==> src/rtl/uart_tx_scheduler.sv <==
// Round-robin scheduler sharing one UART sender between NREQ byte sources.
// Each frame runs accept -> start -> wait busy -> wait done, then a forced idle gap.
module uart_tx_scheduler #(
   parameter int NREQ          = 2,
   parameter int GAP_CYCLES    = 162,
   parameter int START_TIMEOUT = 4096
) (
   input  logic                                      sysclk,
   input  logic                                      reset,
   input  logic [NREQ-1:0]                           req_valid,
   input  logic [8*NREQ-1:0]                         req_data,
   output logic [NREQ-1:0]                           req_ready,
   output logic                                      tx_start,
   output logic [7:0]                                tx_data,
   input  logic                                      tx_busy,
   output logic [((NREQ > 1) ? $clog2(NREQ) : 1)-1:0] grant_id,
   output logic                                      err_timeout,
   output logic                                      sched_busy,
   output logic [1:0]                                dbg_state
);

   localparam int IW = (NREQ > 1) ? $clog2(NREQ) : 1;
   localparam int GW = (GAP_CYCLES > 0) ? $clog2(GAP_CYCLES + 1) : 1;
   localparam int TW = $clog2(START_TIMEOUT) + 1;

   typedef enum logic [1:0] {
      S_IDLE      = 2'd0,
      S_ISSUE     = 2'd1,
      S_WAIT_BUSY = 2'd2,
      S_WAIT_DONE = 2'd3
   } state_t;

   state_t            r_state;
   logic [IW-1:0]     r_rr_ptr;
   logic [GW-1:0]     r_gap_cnt;
   logic [TW-1:0]     r_timer;
   logic [IW-1:0]     r_grant;
   logic [7:0]        r_tx_data;
   logic [NREQ-1:0]   r_req_ready;
   logic              r_tx_start;
   logic              r_err;

   state_t            w_state_nxt;
   logic [IW-1:0]     w_rr_nxt;
   logic [GW-1:0]     w_gap_nxt;
   logic [TW-1:0]     w_timer_nxt;
   logic [IW-1:0]     w_grant_nxt;
   logic [7:0]        w_data_nxt;
   logic [NREQ-1:0]   w_ready_nxt;
   logic              w_start_nxt;
   logic              w_err_nxt;

   logic              w_hi_any;
   logic [IW-1:0]     w_hi_idx;
   logic              w_lo_any;
   logic [IW-1:0]     w_lo_idx;
   logic [IW-1:0]     w_pick_idx;
   logic [NREQ-1:0]   w_pick_oh;
   logic [7:0]        w_pick_data;

   // Lowest valid index at or above rr_ptr wins; otherwise wrap to lowest valid overall.
   always_comb begin
      w_hi_any = 1'b0;
      w_hi_idx = '0;
      w_lo_any = 1'b0;
      w_lo_idx = '0;
      for (int i = NREQ - 1; i >= 0; i--) begin
         if (req_valid[i]) begin
            w_lo_any = 1'b1;
            w_lo_idx = IW'(i);
            if (IW'(i) >= r_rr_ptr) begin
               w_hi_any = 1'b1;
               w_hi_idx = IW'(i);
            end
         end
      end
   end

   assign w_pick_idx = w_hi_any ? w_hi_idx : w_lo_idx;

   always_comb begin
      w_pick_oh   = '0;
      w_pick_data = '0;
      for (int i = 0; i < NREQ; i++) begin
         if (IW'(i) == w_pick_idx) begin
            w_pick_oh[i] = 1'b1;
            w_pick_data  = req_data[8*i +: 8];
         end
      end
   end

   always_comb begin
      w_state_nxt = r_state;
      w_rr_nxt    = r_rr_ptr;
      w_gap_nxt   = r_gap_cnt;
      w_timer_nxt = r_timer;
      w_grant_nxt = r_grant;
      w_data_nxt  = r_tx_data;
      w_ready_nxt = '0;
      w_start_nxt = 1'b0;
      w_err_nxt   = 1'b0;
      case (r_state)
         S_IDLE: begin
            if (r_gap_cnt != '0) begin
               w_gap_nxt = r_gap_cnt - GW'(1);
            end else if (w_lo_any) begin
               w_data_nxt  = w_pick_data;
               w_grant_nxt = w_pick_idx;
               w_ready_nxt = w_pick_oh;
               w_start_nxt = 1'b1;
               w_rr_nxt    = (w_pick_idx == IW'(NREQ - 1)) ? '0 : w_pick_idx + IW'(1);
               w_state_nxt = S_ISSUE;
            end
         end
         S_ISSUE: begin
            w_timer_nxt = '0;
            w_state_nxt = S_WAIT_BUSY;
         end
         S_WAIT_BUSY: begin
            if (tx_busy) begin
               w_state_nxt = S_WAIT_DONE;
            end else if (r_timer == TW'(START_TIMEOUT - 1)) begin
               // Sender never acknowledged: drop the byte and still honour the gap.
               w_err_nxt   = 1'b1;
               w_gap_nxt   = GW'(GAP_CYCLES);
               w_state_nxt = S_IDLE;
            end else begin
               w_timer_nxt = r_timer + TW'(1);
            end
         end
         S_WAIT_DONE: begin
            if (!tx_busy) begin
               w_gap_nxt   = GW'(GAP_CYCLES);
               w_state_nxt = S_IDLE;
            end
         end
         default: w_state_nxt = S_IDLE;
      endcase
   end

   always_ff @(posedge sysclk or posedge reset) begin
      if (reset) begin
         r_state     <= S_IDLE;
         r_rr_ptr    <= '0;
         r_gap_cnt   <= '0;
         r_timer     <= '0;
         r_grant     <= '0;
         r_tx_data   <= '0;
         r_req_ready <= '0;
         r_tx_start  <= 1'b0;
         r_err       <= 1'b0;
      end else begin
         r_state     <= w_state_nxt;
         r_rr_ptr    <= w_rr_nxt;
         r_gap_cnt   <= w_gap_nxt;
         r_timer     <= w_timer_nxt;
         r_grant     <= w_grant_nxt;
         r_tx_data   <= w_data_nxt;
         r_req_ready <= w_ready_nxt;
         r_tx_start  <= w_start_nxt;
         r_err       <= w_err_nxt;
      end
   end

   assign req_ready   = r_req_ready;
   assign tx_start    = r_tx_start;
   assign tx_data     = r_tx_data;
   assign grant_id    = r_grant;
   assign err_timeout = r_err;
   assign sched_busy  = (r_state != S_IDLE);
   assign dbg_state   = r_state;

endmodule

==> config.mk <==
export PLATFORM = sky130hd
export DESIGN_NAME = uart_tx_scheduler
export DESIGN_NICKNAME = d
export VERILOG_FILES = /design/src/rtl/uart_tx_scheduler.sv
export SDC_FILE = /design/constraint.sdc
export NUM_CORES = 1
export LEC_CHECK = 0
export BUFFER_PORTS_ARGS = -buffer_cell sky130_fd_sc_hd__buf_4
export CORE_MARGIN = 4
export CORE_UTILIZATION = 44
export CTS_CLUSTER_SIZE = 10
export DETAILED_ROUTE_END_ITERATION = 10
export PLACE_DENSITY = 0.66
export SLEW_MARGIN = 20
export SYNTH_ARGS = -nofsm -noshare
export SYNTH_HDL_FRONTEND = slang
export SYNTH_SLANG_ARGS = --single-unit
export TNS_END_PERCENT = 10
==> constraint.sdc <==
create_clock -name sysclk -period 2.1 [get_ports sysclk]
set_input_delay 0.42 -clock sysclk [delete_from_list [all_inputs] [get_ports sysclk]]
set_output_delay 0.42 -clock sysclk [all_outputs]
set_load 0.03 [all_outputs]
Word-level counts from Yosys, hierarchy flattened
Index checks and enable logic that the tools add are counted.
{ "totals": {"ff_bits": 37, "latchBits": 0, "ramBits": 0, "mem_bits_ro": 0, "in_bits": 21, "out_inout_bits": 16, "elab_cells": 73, "mem_count": 0} }
{ "classes": {"n_addsub": 3, "multipliers": 0, "div": 0, "n_lt_le_gt_ge": 2, "eq_ne": 12, "shifts": 0, "muxes": 37, "bitwise": 1, "reduce_logical": 9} }
{ "ops": {"columns": ["cell", "count"], "rows": [
  ["8-bit 2-to-1 mux", 5],
  ["13-bit 2-to-1 mux", 2],
  ["13-bit one-hot mux with 2 select lines", 1],
  ["8-bit one-hot mux with 3 select lines", 1],
  ["1-bit 2-to-1 mux", 19],
  ["2-bit 2-to-1 mux", 8],
  ["2-bit != test, second input constant", 7],
  ["13-bit by 1-bit adder with 13-bit output, second input constant", 1],
  ["13-bit by 12-bit == test with 1-bit output, second input constant", 1],
  ["2-bit one-hot mux with 4 select lines", 1],
  ["8-bit nonzero test", 1],
  ["8-bit by 1-bit subtractor with 8-bit output, second input constant", 1],
  ["3-bit AND reduction", 2],
  ["5-bit AND reduction", 1],
  ["2-bit == test, second input constant", 2],
  ["4-bit AND reduction", 1],
  ["2-bit nonzero test", 2],
  ["3-bit != test, second input constant", 1],
  ["3-bit nonzero test", 1],
  ["2-bit by 1-bit == test with 1-bit output, second input constant", 1],
  ["1-bit greater-or-equal comparator, first input constant", 2],
  ["2-bit logical NOT", 1],
  ["1-bit adder, second input constant", 1],
  ["1-bit NOT", 1]
]} }

Logic depth before layout (Yosys ltp)
{ "depth": {"word_depth": 10, "mapped_depth": 9, "ltp_nobuf": 8} }

Worst setup path before layout
Ideal clock, no wire load.
{ "synth_timing": {"path_type": "flip-flop to flip-flop", "start": "register r_state[0] (netlist: dbg_state[0])", "end": "register r_timer[11]", "setup_ns": 0.078, "arrival_time_ns": 2.189, "t_required_ns": 2.022, "slack_ns": -0.166, "path_stages_with_launch": 6, "path_buffers": 1, "synth_period_minus_slack_ns": 2.266, "path_cell_list": "dfrtp_1 buf_6 or3b_4 or4_4 or4_1 a21oi_1"} }
{ "synth_between": {"elab_chain_len": 3, "elab_cells_between_ends": 7, "cone_classes": "eq/ne (4); mux (1); reduce/logical (2)"} }
{ "synth_lines": {"columns": ["element", "line", "text"], "rows": [
  ["start, declared", "33", "state_t r_state;"],
  ["start signal, assigned", "153", "r_state <= w_state_nxt;"],
  ["2-bit == test or 2-bit by 1-bit == test with 1-bit output (tied branches)", "102", "case (r_state)"],
  ["2-bit != test (no line) or 2-bit nonzero test (tied branches)", null, null],
  ["3-bit AND reduction (no line)", null, null],
  ["end signal, assigned", "156", "r_timer <= w_timer_nxt;"],
  ["end, declared", "36", "logic [TW-1:0] r_timer;"]
]} }
Parallel ways exist; a longest one is shown, timed or not.
A chain may end at the register's enable or synchronous reset.

Worst setup path after layout
{ "layout_timing": {"start": "register r_timer[4]", "end": "register r_timer[1]"} }
{ "layout_between": {"elab_chain_len": 3} }
{ "layout_lines": {"columns": ["element", "line", "text"], "rows": [
  ["13-bit by 12-bit == test with 1-bit output", "122", "end else if (r_timer == TW'(START_TIMEOUT - 1)) begin"],
  ["2-bit != test (no line)", null, null],
  ["3-bit AND reduction (no line)", null, null]
]} }
Every way passes these cells.

==> flow_summary.yaml <==
worst_setup_path:
  worstSetupStartpoint: "r_timer[4]"
  cp_slowest_cell: "or4_1"
  critPathRequiredTime_ps: 2270
  crit_family: "simple AND/OR/NAND/NOR gates"
  cp_data_arrival_time_ps: 2120
  path_buf_inv: 0
  r2r_end: "r_timer[1]"
  end_kind: "register"
  start_kind: "register"
  cp_max_fo: 8
  r2r_setup_slack_ps: 160
  slowest_delay_ps: 680
  r2r_start: "r_timer[4]"
  r2r_cells: 4
  crit_type: "reg2reg"
  worstPathCellList: "nand4_1 -> or4_1 -> and3_1 -> a31o_2"
power:
  p_switching_mw: 1.00
  combPwrFrac_pct: 41.5
  powerDensity_nw_per_um2: 1100
  pwr-share-clk_pct: 18.9
  p_leak_nw: 1.12
  vdd.ir_drop.worst_mv: 0.635
  swShare_pct: 38.4
  internal_power_mw: 1.61
  p_seq_share_pct: 39.6
  power_mw: 2.61
grt:
  grt_pass1_wl_um: 7390
  grt_max_degree: 38
  antenna_found_initial: 0
  grt_pass1_vias: 1686
  globalRouteOverflowTotal: 0
  grt_use_total_pct: 17.7
yosys:
  syn_avg_cell_area_um2: 10.0
  ys_seq_area_share_pct: 49.7
  synthCells: 186
  ys_seq_elements: 37
  synthFlopType: "dfrtp_1"
  synth_warnings: 0
  ys_types: 48
  syn_area_um2: 1860
  synth-edff-count: 0
  synth.net_count: 210
  synth-async-reset-ratio_pct: 100
drt:
  vias: 1656
  viasPerCell: 5.79
  drt_first_pass_iters: 4
  drtIter0Drc: 80
  finalWirelength_um: 4360
  wl_per_cell_um: 15.3
  drtAntennaViolNets: 0
  post-route-drc-count: 0
floorplan:
  die_w_um: 73.1
  design.die.area_um2: 5340
  die_y_um: 73.1
  start_util_pct: 45.9
  rows: 23
  core_um2: 4060
  pin_count: 37
clocking:
  clock_sinks: 37
  cts_buffer_depth: 2
  cts_hold_buf: 0
  cts.clk_slew.worst_paths_ps: 70
  cts-buffers-inserted: 5
  cts_root_buffer: "clkbuf_8"
  h-tree-depth: 2
  clk_latency_ps: 280
  cts_tree: "built"
final_layout:
  layout_commonest_cell: "buf_4"
  syn2layout_area_growth_pct: 27.0
  nets: 260
  antenna_cells: 0
  fillCellCount: 341
  layout_common_cells: "49 x buf_4, 36 x dfrtp_1, 16 x a21oi_1, 11 x nor2_1, 11 x inv_1"
  layout-drive-gt1-share_pct: 27.1
sta:
  setup_viol: 0
  tightest_slew_ps: 765
  min_period_ps: 1940
  finalSetupTns_ps: 0
  fmax_ghz: 0.515
  post-route-period-util_pct: 92.5
  slew_viol_final: 0
  hold_violations: 0
  rsz0062_at_grt: "no"
  slew_headroom_pct: 48.6
  fin_worst_skew_ps: 5.12
flow_run:
  drv_cap: 0
run_status:
  status: "complete, no violations"
placement:
  portBuffers: 36
  gp_congestion: 0.813
  dp_hpwl_um: 3240
worst_hold_path:
  hp-class: "in2async"
[power by group through the flow]
stage          sequential (mW)  combinational, mW  clock, mW
2_1_floorplan             1.13              0.589          0
3_3_place_gp              1.02               1.02          0
3_5_place_dp              1.03               1.06          0
4_1_cts                   1.02               1.07      0.508
5_1_grt                   1.06               1.20      0.537
6_report                  1.03               1.08      0.493
[layout make-up]
cell class	count	area, µm²	share of cell area [%]
sequential	37	927	39.1
tap	50	62.6	2.64
inverter	11	41.3	1.74
clock buffer	7	86.3	3.65
timing repair buffer	49	368	15.5
multi-input combinational	132	883	37.3
[worst max path at each step]
stage                              end  slack (ps)  depth (start not counted)
final                       r_timer[1]         160                          4
after global routing        tx_data[2]          30                          8
after CTS                 r_gap_cnt[0]          20                          7
after detailed placement   r_timer[11]          10                          5
after global placement     r_timer[11]          20                          5
after floorplan            r_timer[11]         -30                          5
[flip-flops by register name, summed over array words and instances, names as in the netlist]
name / count
r_timer: 13
r_gap_cnt: 8
tx_data: 8
dbg_state: 2
req_ready: 2
err_timeout: 1
grant_id: 1
r_rr_ptr: 1
tx_start: 1
[worst reg2reg max path, delay by kind of cell, from the launching register on]
| family | cells | cell delay, ps |
|---|---|---|
| AO/OA/AOI/OAI | 1 | 210 |
| flip-flops | 1 | 410 |
| AND/OR/NAND/NOR | 3 | 1230 |
[through the flow]
| step | std cells | hold WS, ps | area, µm² | setup WS, ps | utilization (%) |
|---|---|---|---|---|---|
| 2_1_floorplan | 186 | 450 | 1870 | -34.5 | - |
| 3_3_place_gp | 279 | 467 | 2260 | 17.8 | 55.8 |
| 3_5_place_dp | 279 | 483 | 2260 | 13.7 | 55.8 |
| 4_1_cts | 286 | 270 | 2350 | 18.4 | 57.9 |
| 5_1_grt | 286 | 295 | 2370 | 28.0 | 58.4 |
| 6_report | 286 | 255 | 2370 | 157 | 58.4 |
[per-layer routing]
layer / track usage [%] / vias up / routed length [µm]
met5: 0 / - / 0
met4: 6.76 / 0 / 76
met1: 21.3 / 794 / 1890
met3: 5.10 / 11 / 291
li1: - / 793 / -
met2: 29.9 / 58 / 2110
[timing repair]
action,CTS,global route
setup buffers,0,0
setup endpoints to repair,0,10
hold endpoints to repair,0,0
resized for setup,0,4
[kinds of logic after synthesis]
logic type / after synthesis / share of synthesized area (%)
AO/OA/AOI/OAI: 54 / 19.9
flip-flops: 37 / 49.7
buffers and inverters: 17 / 3.89
adder cells (fa/ha/maj): 3 / 2.01
multiplexers: 8 / 4.36
AND/OR/NAND/NOR: 67 / 20.2
[cell usage after synthesis (4+ instances only)]
| cell type | number | area [µm²] |
|---|---|---|
| o21ai_0 | 6 | 30.0 |
| inv_1 | 11 | 41.3 |
| nand3_1 | 6 | 30.0 |
| dfrtp_1 | 37 | 926 |
| or4_1 | 4 | 30.0 |
| nor3b_1 | 5 | 37.5 |
| and2_1 | 4 | 25.0 |
| nor4_1 | 4 | 25.0 |
| nand2_1 | 10 | 37.5 |
| a21oi_1 | 16 | 80.1 |
| and3_1 | 4 | 25.0 |
| nor2_1 | 11 | 41.3 |
| clkbuf_1 | 4 | 15.0 |
| nor3_1 | 5 | 25.0 |
| mux2i_1 | 7 | 70.1 |
(Power assumes the default switching activity.)
